<file path="config.mk">
export PLATFORM = sky130hd
export DESIGN_NAME = bus_drvr_fifo
export DESIGN_NICKNAME = d
export VERILOG_FILES = /design/src/rtl/bus_fifo_pkg.sv /design/src/rtl/bus_fifo_ptr.sv /design/src/rtl/bus_drvr_fifo.sv
export SDC_FILE = /design/constraint.sdc
export NUM_CORES = 1
export LEC_CHECK = 0
export ABC_CLOCK_PERIOD_IN_PS = 7000
export BUFFER_PORTS_ARGS = -buffer_cell sky130_fd_sc_hd__buf_2
export CORE_MARGIN = 3
export CORE_UTILIZATION = 45
export CTS_CLUSTER_SIZE = 10
export DETAILED_ROUTE_END_ITERATION = 8
export PLACE_DENSITY = 0.69
export SYNTH_ARGS = -nofsm -noshare
export SYNTH_HDL_FRONTEND = slang
export SYNTH_SLANG_ARGS = --single-unit
</file>
<file path="constraint.sdc">
create_clock -name clk -period 7 [get_ports clk]
set_input_delay 1.4 -clock clk [delete_from_list [all_inputs] [get_ports clk]]
set_output_delay 1.4 -clock clk [all_outputs]
set_load 0.05 [all_outputs]
</file>
<file path="src/rtl/bus_fifo_pkg.sv">
// rtl/bus_fifo_pkg.sv - shared constants and sizing helpers for the bus driver FIFO
package bus_fifo_pkg;

  localparam int ID_W        = 8;
  localparam int PCKG_SZ_DEF = 16;
  localparam int DEPTH_DEF   = 8;

  // Occupancy must represent 0..depth inclusive, hence depth+1 states.
  function automatic int cnt_w(input int depth);
    return $clog2(depth + 1);
  endfunction

endpackage

</file>
<file path="src/rtl/bus_fifo_ptr.sv">
// rtl/bus_fifo_ptr.sv - wrapping pointer counter, 0..depth-1, for any depth
module bus_fifo_ptr import bus_fifo_pkg::*; #(
  parameter int depth = DEPTH_DEF
) (
  input  logic                     clk,
  input  logic                     reset,
  input  logic                     inc,
  output logic [$clog2(depth)-1:0] ptr
);

  localparam int            PW   = $clog2(depth);
  localparam logic [PW-1:0] LAST = PW'(depth - 1);

  // Explicit wrap so non-power-of-two depths never index past the array.
  always_ff @(posedge clk or negedge reset) begin
    if (!reset) begin
      ptr <= '0;
    end else if (inc) begin
      ptr <= (ptr == LAST) ? '0 : ptr + PW'(1);
    end
  end

endmodule

</file>
<file path="src/rtl/bus_drvr_fifo.sv">
// rtl/bus_drvr_fifo.sv - FWFT bus driver FIFO; BUS_FIFO_OVWR_OLDEST_EN selects overwrite-oldest on overflow
module bus_drvr_fifo import bus_fifo_pkg::*; #(
  parameter int pckg_sz = PCKG_SZ_DEF,
  parameter int depth   = DEPTH_DEF
) (
  input  logic                      clk,
  input  logic                      reset,
  input  logic                      push,
  input  logic [pckg_sz-1:0]        D_push,
  output logic                      full,
  output logic                      pndng,
  input  logic                      pop,
  output logic [pckg_sz-1:0]        D_pop,
  output logic [cnt_w(depth)-1:0]   count,
  output logic                      ovf
);

  localparam int CW = cnt_w(depth);
  localparam int PW = $clog2(depth);

  logic [pckg_sz-1:0] mem [depth];
  logic [PW-1:0]      rd_ptr;
  logic [PW-1:0]      wr_ptr;
  logic               do_pop;
  logic               ovf_push;
  logic               wr_en;
  logic               rd_inc;

  always_comb begin
    do_pop   = pop & pndng;
    ovf_push = push & full & ~do_pop;
`ifdef BUS_FIFO_OVWR_OLDEST_EN
    // When full, wr_ptr == rd_ptr, so the write lands on the oldest slot.
    wr_en    = push;
    rd_inc   = do_pop | ovf_push;
`else
    wr_en    = push & ~ovf_push;
    rd_inc   = do_pop;
`endif
  end

  bus_fifo_ptr #(.depth(depth)) u_wr_ptr (
    .clk   (clk),
    .reset (reset),
    .inc   (wr_en),
    .ptr   (wr_ptr)
  );

  bus_fifo_ptr #(.depth(depth)) u_rd_ptr (
    .clk   (clk),
    .reset (reset),
    .inc   (rd_inc),
    .ptr   (rd_ptr)
  );

  always_ff @(posedge clk) begin
    if (wr_en) begin
      mem[wr_ptr] <= D_push;
    end
  end

  always_ff @(posedge clk or negedge reset) begin
    if (!reset) begin
      count <= '0;
      ovf   <= 1'b0;
    end else begin
      if (wr_en && !rd_inc) begin
        count <= count + CW'(1);
      end else if (!wr_en && rd_inc) begin
        count <= count - CW'(1);
      end
      if (ovf_push) begin
        ovf <= 1'b1;
      end
    end
  end

  // Flags decode only the registered count, so they never see push/pop directly.
  assign full  = (count == CW'(depth));
  assign pndng = (count != '0);
  assign D_pop = pndng ? mem[rd_ptr] : '0;

endmodule

</file>
# Word level (Yosys, flattened, before mapping)
# Memory sizes are Yosys's and may differ from the RTL's.
# Index checks and enable logic that the tools add are counted.
# classes
n_addsub	4
eq_ne	3
n_mux	7
bitwise_logic	6
n_reduce_logical	6
# op_table
cell	n
16-bit 2-to-1 mux	1
4-bit 2-to-1 mux	2
3-bit by 1-bit adder with 3-bit output (second input constant)	2
3-bit == test (second input constant)	2
3-bit 2-to-1 mux	2
4-bit by 1-bit adder with 4-bit output (second input constant)	1
1-bit AND	4
4-bit == test (second input constant)	1
4-bit nonzero test	1
4-bit by 1-bit subtractor with 4-bit output (second input constant)	1
1-bit logical AND	2
1-bit zero test	2
1-bit 2-to-1 mux	2
1-bit inverter	2
2-bit nonzero test	1
# word_totals
regBits	11
ramBits	128
inputBits	20
out_inout_bits	23
n_memories	1
# mem_list
name	depth	width	rd	rd_clocked_by_memory_dff	wr	line	source
mem	8	16	1	0	1	bus_drvr_fifo.sv:21	logic [pckg_sz-1:0] mem [depth];

# Logic depth before layout (Yosys ltp)
# Gate-level depths: netlist (run 1).
# depth
depth_word	10
depth_mapped	9
ltp_nobuf	9

# By module
# From an unflattened synthesis (run 1), not the netlist that was laid out.
# unflattened
cells_unflattened	260
hier_area_um2	5509.0
# by_module_without_submodules
module	instances	cells_per_inst	area_per_inst_um2
bus_drvr_fifo	1	238	5223.8
bus_fifo_ptr	2	11	142.6

# Worst setup path before layout (run 1)
# Ideal clock, no wire load.
# synth_path
path_type	register -> output
from	register count[0]
to	output D_pop[10]
arrival_ns	2.146
slack_ns	3.454
stages_incl_launch_ff	6
n_path_buf	2
path_cell_list	dfrtp_1 -> or4_4 -> and2_4 -> buf_6 -> buf_6 -> a22o_1
# synth_between
elab_chain_cells	2
# synth_lines
element	line	source
start, declared	bus_drvr_fifo.sv:14	output logic [cnt_w(depth)-1:0] count,
start signal, assigned	bus_drvr_fifo.sv:68	count <= count + CW'(1);
start signal, assigned	bus_drvr_fifo.sv:70	count <= count - CW'(1);
4-bit nonzero test	bus_drvr_fifo.sv:80	assign pndng = (count != '0);
named net pndng	bus_drvr_fifo.sv:11	output logic pndng,
16-bit 2-to-1 mux	bus_drvr_fifo.sv:81	assign D_pop = pndng ? mem[rd_ptr] : '0;
end, declared	bus_drvr_fifo.sv:13	output logic [pckg_sz-1:0] D_pop,
# The timed path passes the listed nets, and every way through them passes these cells.

# Worst setup path after layout (run 1)
# layout_path
from	register u_rd_ptr.ptr[0]
to	output D_pop[15]
# layout_between
elab_chain_cells	2
# layout_lines
element	line	source
start, declared	bus_fifo_ptr.sv:8	output logic [$clog2(depth)-1:0] ptr
start signal, assigned	bus_fifo_ptr.sv:19	ptr <= (ptr == LAST) ? '0 : ptr + PW'(1);
memory 8 x 16 bit	n/a	
16-bit 2-to-1 mux	bus_drvr_fifo.sv:81	
# Every way passes these cells.

==> run metrics, run 1 <==
sw power=1.171 mW; Syn Nets=286; critical path class=reg -> out; Seq/Total Area, Yosys=74.55%; layout cells sized above 1=39.21%; worst min-delay path class=reg -> reg; Pint=1.962 mW; Nets=344; top cell type's share of synthesized area=69.57%; Synth warnings=0; post-DR vias/cell=5.693; CTS max path bufs=2; unrepaired setup endpoints after global routing=false; status=completed; worst hold slack=0.4664 ns; Final Max Slew Viols=0; Seq cells post-synth=139; Die X=116.8 µm; worst vdd ir=306.4 µV; Max FO, Critical Path=22; FF-to-FF setup slack=3.92 ns; setup bufs post-CTS=0; global route overflow=0; final instance area=6487 µm²; clk_lat worst skew=0.41 ns; CP delay by family, top=buffers and inverters; Max Cap Violations=0; Final setup viols=0; part of the power in registers=37.9%; WHS Endpoint=ovf; hold path start=ovf; crit path cell chain=buf_4 > mux4_2 > a22o_1 > buf_2; final hold violation count=0; row cnt=39; largest area contributor in the netlist=edfxtp_1; Clock Skews=0.007894 ns; critical path arrival=2.52 ns; initial core utilization=47.18%; pwr/cell area=482.9 nW/µm²; Post-DP HPWL=5944 µm; Fin Setup TNS=0 ns; CP endpoint kind=primary output; synth top area cells=edfxtp_1 (70%), mux4_2 (13%), dfrtp_1 (5.0%), a22o_1 (2.5%), ha_1 (1.6%); mapped cell area=5525 µm²; highest-delay cell along the critical path=dfrtp_2; RR Startpoint=count[0]; minimum clock period=3.919 ns; Core ar.=11710 µm²; # port buffers=42; LEAKAGE=2.224 nW; CTS Sinks=139; Placer Congestion=0.7163; vias in the first global route=2977; FFs w/ async S/R, synth=7.914%; period utilization=55.99%; antenna diode count=0; Distinct cells, synth=36; filler cell count=890; DRT iter0 DRCs=248; Worst slew margin=42.98%; placed cell areas=5934 µm²; CTS buffer count=17; CP Launch Type=flop; first-pass GRT wire length=15990 µm; Mapped Cells=258; Logic pwr share=35.6%; Worst Hold Path Cells=1; Main synth FF type=edfxtp_1; # resized after CTS=0; Post-synth EDFFs=128; Worst-Margin Slew=0.8553 ns; mean routed wirelength per cell=21.52 µm; most frequent cell after synthesis=edfxtp_1; Max Clk Rate=255.1 MHz; CP peak stage delay=0.62 ns; clock share of power=26.5%; root buffer cell=clkbuf_16; Worst-path clk slew=0.06 ns; drt first pass iters=4; vias post-DR=2687; Die Area=13640 µm²; initial antenna violation count=0; drt drc=0; largest net degree at the start of global routing=35; Top Ports=43; r2r worst-path depth=9; Total Wirelength=10160 µm; WP buf/inv=2; post-cts hold buffer count=0; GRT Util Overall=16.31%; Die Y=116.8 µm; Post-DRT Antenna Nets=0; Reg-to-Reg End=count[3]; Net Sw Frac=37.38%; Synth top cells by count=edfxtp_1 (128), mux4_2 (32), a22o_1 (16); Avg Cell Area, Syn=21.42 µm²; WP data required=5.60 ns; Area Overhead vs Synth=17.41%; Clock H-tree levels=4; CTS tree=built
[routing by layer]
metal  wire (µm)  global-route usage (%)
met3         426                   4.679
met2        5133                   27.04
met1        4459                   20.62
met5           0                       0
met4         137                   6.040
[worst max-delay path by stage]
stage / slack (ns) / start / endpoint / depth (start not counted)
floorplan: 3.45 / count[0] / D_pop[10] / 5
global placement: 3.43 / u_rd_ptr.ptr[0] / D_pop[15] / 4
detailed placement: 3.44 / u_rd_ptr.ptr[0] / D_pop[15] / 4
CTS: 3.00 / u_rd_ptr.ptr[0] / D_pop[15] / 4
global route: 2.89 / u_rd_ptr.ptr[0] / D_pop[11] / 4
finish: 3.08 / u_rd_ptr.ptr[0] / D_pop[15] / 4
[placed cells by master (no fill, tap or decap), types with 3 or more instances in the layout]
| cell | synthesis | final |
|---|---|---|
| edfxtp_1 | 128 | 128 |
| buf_2 | 4 | 42 |
| mux4_2 | 32 | 32 |
| clkbuf_16 | 0 | 17 |
| a22o_1 | 16 | 16 |
| buf_4 | 0 | 10 |
| dfrtp_1 | 11 | 9 |
| ha_1 | 7 | 7 |
| nand2_1 | 4 | 4 |
| nor2_1 | 4 | 4 |
| nor3_2 | 0 | 4 |
| mux2_1 | 4 | 4 |
| clkinvlp_4 | 0 | 4 |
| o211ai_1 | 3 | 3 |
| nand2b_1 | 3 | 3 |
| clkinv_4 | 0 | 3 |
[state kept, by name (all words and copies together), names as in the netlist]
name,flops
count,4
mem,128
ovf,1
u_rd_ptr.ptr,3
u_wr_ptr.ptr,3
[power groups by stage]
stage	clock, mW	combinational [mW]	sequential (mW)
2_1_floorplan	0	0.909	1.18
3_3_place_gp	0	1.12	1.20
3_5_place_dp	0	1.13	1.21
4_1_cts	0.843	1.13	1.19
5_1_grt	0.882	1.19	1.21
6_report	0.829	1.12	1.19
[logic make-up after synthesis]
family / share of synthesized area [%]
muxes: 14.24
and+or+nand+nor: 2.831
xor gates and xnor gates: 0.3171
AOI/OAI and AO/OA: 4.393
buffers and inverters: 1.721
adders and majority gates: 1.947
DFF: 74.55
[through the flow]
| stage | power [mW] | cells | worst slack (ns) | util (%) |
|---|---|---|---|---|
| after floorplan | 2.088 | 258 | 3.454 | - |
| after global placement | 2.320 | 440 | 3.434 | 50.67 |
| after detailed placement | 2.339 | 440 | 3.438 | 50.67 |
| after CTS | 3.169 | 472 | 2.997 | 55.40 |
| after global routing | 3.280 | 472 | 2.886 | 55.40 |
| final | 3.133 | 472 | 3.081 | 55.40 |
[final cells by class]
class                           instances  area, µm²  area share [%]
Timing Repair Buffer                   52      285.3           4.397
Tap cell                              143      178.9           2.758
Multi-Input combinational cell        103       1338           20.62
Sequential cell                       139       4121           63.53
Clock inverter                         13      120.1           1.851
Inverter                                3      11.26          0.1736
Clock buffer                           19      432.9           6.673
(Power assumes the default switching activity.)
==> inputs of run 2 (changes only) <==
--- a/config.mk
+++ b/config.mk
@@ -5,13 +5,13 @@
 export SDC_FILE = /design/constraint.sdc
 export NUM_CORES = 1
 export LEC_CHECK = 0
-export ABC_CLOCK_PERIOD_IN_PS = 7000
+export ABC_CLOCK_PERIOD_IN_PS = 3330
 export BUFFER_PORTS_ARGS = -buffer_cell sky130_fd_sc_hd__buf_2
 export CORE_MARGIN = 3
 export CORE_UTILIZATION = 45
 export CTS_CLUSTER_SIZE = 10
 export DETAILED_ROUTE_END_ITERATION = 8
-export PLACE_DENSITY = 0.69
+export PLACE_DENSITY = 0.71
 export SYNTH_ARGS = -nofsm -noshare
 export SYNTH_HDL_FRONTEND = slang
 export SYNTH_SLANG_ARGS = --single-unit
==> constraint.sdc (replaced) <==
create_clock -name clk -period 3.33 [get_ports clk]
set_input_delay 0.666 -clock clk [delete_from_list [all_inputs] [get_ports clk]]
set_output_delay 0.666 -clock clk [all_outputs]
set_load 0.05 [all_outputs]
==> run metrics, run 2 (synthesized netlist as in run 1, its figures left out) <==
Setup crit start=count[0]; Fin Setup TNS=0 ns; critical path arrival=2.30 ns; layout cells sized above 1=37.69%; critical path class=reg -> out; largest reg by FF count=mem; Max Clk Rate=337.0 MHz; dpl cells=444; CTS max path bufs=2; Final Instance Count excl. Fillers=472; worst vdd ir=551.4 µV; Top Ports=43; met2 Resource Use GR=26.66%; Final setup viols=0; Total Wirelength=10020 µm; GR peak layer=met2; vias in the first global route=2899; Worst slew margin=57.75%; Final Max Slew Viols=0; Clock H-tree levels=4; WP data required=2.66 ns; r2r worst-path depth=9; Nets=348; Reg-to-Reg End=count[3]; worst min-delay path class=in -> async; Post-DP HPWL=5915 µm; final hold violation count=0; Die Area=13640 µm²; status=completed; unrepaired setup endpoints after global routing=false; CP endpoint kind=primary output; vias post-DR=2709; drt drc=0; global route overflow=0; met1 usage in global routing=20.96%; Die X=116.8 µm; drt first pass iters=4; initial antenna violation count=0; Max FO, Critical Path=16; Die Y=116.8 µm; initial core utilization=47.18%; RR Startpoint=count[0]; clk_lat worst skew=0.41 ns; Post-DRT Antenna Nets=0; CTS tree=built; # resized after CTS=0; Worst-Margin Slew=0.6269 ns; CP Launch Type=flop; Clock Skews=0.006135 ns; commonest cells after routing, fill and taps aside=edfxtp_1 (128), buf_2 (42), mux4_2 (32); period utilization=89.11%; CTS buffer count=17; DRT iter0 DRCs=251; LEAKAGE=2.220 nW; Max Cap Violations=0; Worst-path clk slew=0.05 ns; Placer Congestion=0.7399; post-DR vias/cell=5.739; crit path capture=D_pop[14]; setup bufs post-CTS=0; row cnt=39; total power=6.426 mW; Core ar.=11710 µm²; FF-to-FF setup slack=0.38 ns; final core utilization=54.95%; largest net degree at the start of global routing=33; number of flip-flops in the largest register=128; mean routed wirelength per cell=21.22 µm; post-cts hold buffer count=0; first-pass GRT wire length=16060 µm; antenna diode count=0; CTS Sinks=139; Area Overhead vs Synth=16.46%; biggest regs=mem: 128 flops, count: 4 flops; # port buffers=42; met3 global-route usage=5.039%; pwr/cell area=998.7 nW/µm²; minimum clock period=2.967 ns; GRT Util Overall=16.63%; root buffer cell=clkbuf_16; most common cell after layout, fill and taps aside=edfxtp_1
==> run 2: power breakdown <==
part / leakage [nW] / switching [mW] / total (mW) / internal, mW
clock: 0.234 / 0.612 / 1.53 / 0.919
sequential: 1.29 / 0.162 / 2.39 / 2.22
combinational: 0.694 / 1.62 / 2.51 / 0.894
total: 2.22 / 2.39 / 6.43 / 4.04
==> run 2: worst min path at each step <==
stage	from	to	slack, ns	cells past startpoint
final	reset	count[0]	0.12	1
after detailed placement	ovf	ovf	0.47	1
after global routing	reset	count[0]	0.12	1
after CTS	reset	count[0]	0.11	1
after floorplan	reset	count[0]	0.37	0
after global placement	ovf	ovf	0.47	1
==> run 2: per-stage QoR <==
| stage | worst slack (ns) | cell area, µm² | hold slack (ns) |
|---|---|---|---|
| final | 0.3627 | 6435 | 0.1183 |
| after floorplan | 0.1998 | 5525 | 0.3704 |
| after CTS | 0.3351 | 6435 | 0.1069 |
| after global placement | 0.5683 | 5963 | 0.4715 |
| after global routing | 0.1806 | 6435 | 0.1194 |
| after detailed placement | 0.4028 | 5963 | 0.4673 |
==> run 2: area by class of cell <==
| type | instances | area [µm²] |
|---|---|---|
| Inverter | 3 | 11.26 |
| Fill cell | 886 | 5276 |
| Clock inverter | 6 | 27.53 |
| Tap cell | 143 | 178.9 |
| Sequential cell | 139 | 4120 |
| Multi-Input combinational cell | 103 | 1338 |
| Timing Repair Buffer | 56 | 315.3 |
| Clock buffer | 22 | 444.2 |
==> run 2: critical path, cell delays in order (launching register included) <==
cell and delay [ns]:
dfrtp_1 0.49, or4_4 0.56, nor2b_1 0.15, buf_4 0.22
a22o_1 0.25, buf_2 0.21
==> run 2: routing by layer <==
layer | wire length, µm | share of wire [%]
met1 | 4112 | 41
met2 | 4958 | 49
met3 | 776 | 7.7
met4 | 170 | 1.7
met5 | 0 | 0
==> inputs of run 3 (changes only) <==
--- a/config.mk
+++ b/config.mk
@@ -12,6 +12,7 @@
 export CTS_CLUSTER_SIZE = 10
 export DETAILED_ROUTE_END_ITERATION = 8
 export PLACE_DENSITY = 0.71
+export REMOVE_ABC_BUFFERS = 1
 export SYNTH_ARGS = -nofsm -noshare
 export SYNTH_HDL_FRONTEND = slang
 export SYNTH_SLANG_ARGS = --single-unit
==> run metrics, run 3 (synthesized netlist as in run 1, its figures left out) <==
status=completed; Post-DP HPWL=6005 µm; Post-DRT Antenna Nets=0; CTS max path bufs=2; critical path arrival=3.31 ns; Worst-Margin Slew=1.149 ns; global route overflow=0; CTS tree=built; CP Launch Type=flop; WP buf/inv=2; # port buffers=42; Worst slew margin=22.75%; layout cells sized above 1=38.55%; post-cts hold buffer count=0; Final Max Slew Viols=0; Die Area=13640 µm²; antenna diode count=0; setup bufs post-CTS=0; mean routed wirelength per cell=22.16 µm; dpl cells=443; first-pass GRT wire length=16450 µm; pre-CTS WS=0.3164 ns; Die Y=116.8 µm; DRT iter0 DRCs=272; unrepaired setup endpoints after global routing=false; CTS buffer count=17; Max Clk Rate=331.1 MHz; Total Wirelength=10520 µm; minimum clock period=3.020 ns; post-DR vias/cell=5.691; final setup margin=0.3102 ns; # resized after CTS=0; initial antenna violation count=0; drt first pass iters=4; CP endpoint kind=flop; most common cell after layout, fill and taps aside=edfxtp_1; final hold violation count=0; vias post-DR=2703; initial core utilization=47.18%; worst vdd ir=549.2 µV; filler cell count=875; Placer Congestion=0.7435; number of flip-flops in the largest register=128; Fin Setup TNS=0 ns; clk_lat worst skew=0.41 ns; largest net degree at the start of global routing=27; row cnt=39; largest reg by FF count=mem; crit path cell chain=or4b_4 > o21ai_4 > inv_2 > ha_1 > inv_1 > ha_1 > or4_1 > o211ai_1 > o211ai_1; LEAKAGE=2.271 nW; Max FO, Critical Path=8; CP delay by family, top=simple AND/OR/NAND/NOR gates; Final Instance Count excl. Fillers=475; WP data required=3.62 ns; final core utilization=56.02%; area of the multi-input gates=1338 µm²; GRT Util Overall=16.96%; critical path class=reg -> reg; period utilization=90.68%; Top Ports=43; highest-delay cell along the critical path=or4b_4; register area=4120 µm²; Clock Skews=0.01215 ns; Max Cap Violations=0; biggest regs=mem: 128 flops, count: 4 flops; drt drc=0; CTS Sinks=139; total power=6.803 mW; root buffer cell=clkbuf_16; Area Overhead vs Synth=18.73%; Final setup viols=0; Worst-path clk slew=0.06 ns; worst min-delay path class=in -> async; Core ar.=11710 µm²; vias in the first global route=2875; commonest cells after routing, fill and taps aside=edfxtp_1 (128), buf_2 (42), mux4_2 (32); Clock H-tree levels=4; pwr/cell area=1037 nW/µm²; Nets=347; Die X=116.8 µm; CP peak stage delay=0.60 ns
-- run 3: per-layer routing --
metal	up-vias	track usage, %	wire (µm)
met4	0	6.269	59
li1	1205	-	-
met2	73	26.92	5410
met5	-	0	0
met3	6	4.833	498
met1	1419	22.57	4556
-- run 3: worst reg2reg max path, cell delays in order, from the launching register on --
cell and delay (ns):
dfrtp_1 0.49, or4b_4 0.60, o21ai_4 0.31, inv_2 0.05
ha_1 0.24, inv_1 0.15, ha_1 0.31, or4_1 0.55
o211ai_1 0.11, o211ai_1 0.10
-- run 3: worst paths after layout --
check | from | end | slack [ns] | depth (start not counted)
min reg2reg | ovf | ovf | 0.49 | 1
max in group asynchronous | reset | u_rd_ptr.ptr[0] | 2.98 | 1
max | count[0] | count[3] | 0.31 | 9
min | reset | ovf | 0.12 | 1
min in group clk | ovf | ovf | 0.49 | 1
max reg2reg | count[0] | count[3] | 0.31 | 9
-- run 3: cell type report --
| type | instances | area share, % |
|---|---|---|
| well taps | 143 | 2.727 |
| flip-flops and latches | 139 | 62.81 |
| clock buffers | 25 | 7.248 |
| repair buffers | 55 | 4.883 |
| inverters | 3 | 0.1717 |
| multi-input cells | 103 | 20.39 |
| clock inverters | 7 | 1.774 |
-- run 3: stage by stage --
stage	hold slack, ns	area, µm²
after floorplan	0.3704	5441
after global placement	0.4596	5968
after detailed placement	0.4692	5968
after CTS	0.1129	6560
after global routing	0.1208	6560
final	0.1201	6560
-- run 3: power by group --
part,total (mW),internal (mW),switching [mW]
logic,2.51,0.907,1.61
clock network,1.88,1.22,0.660
registers,2.41,2.22,0.190
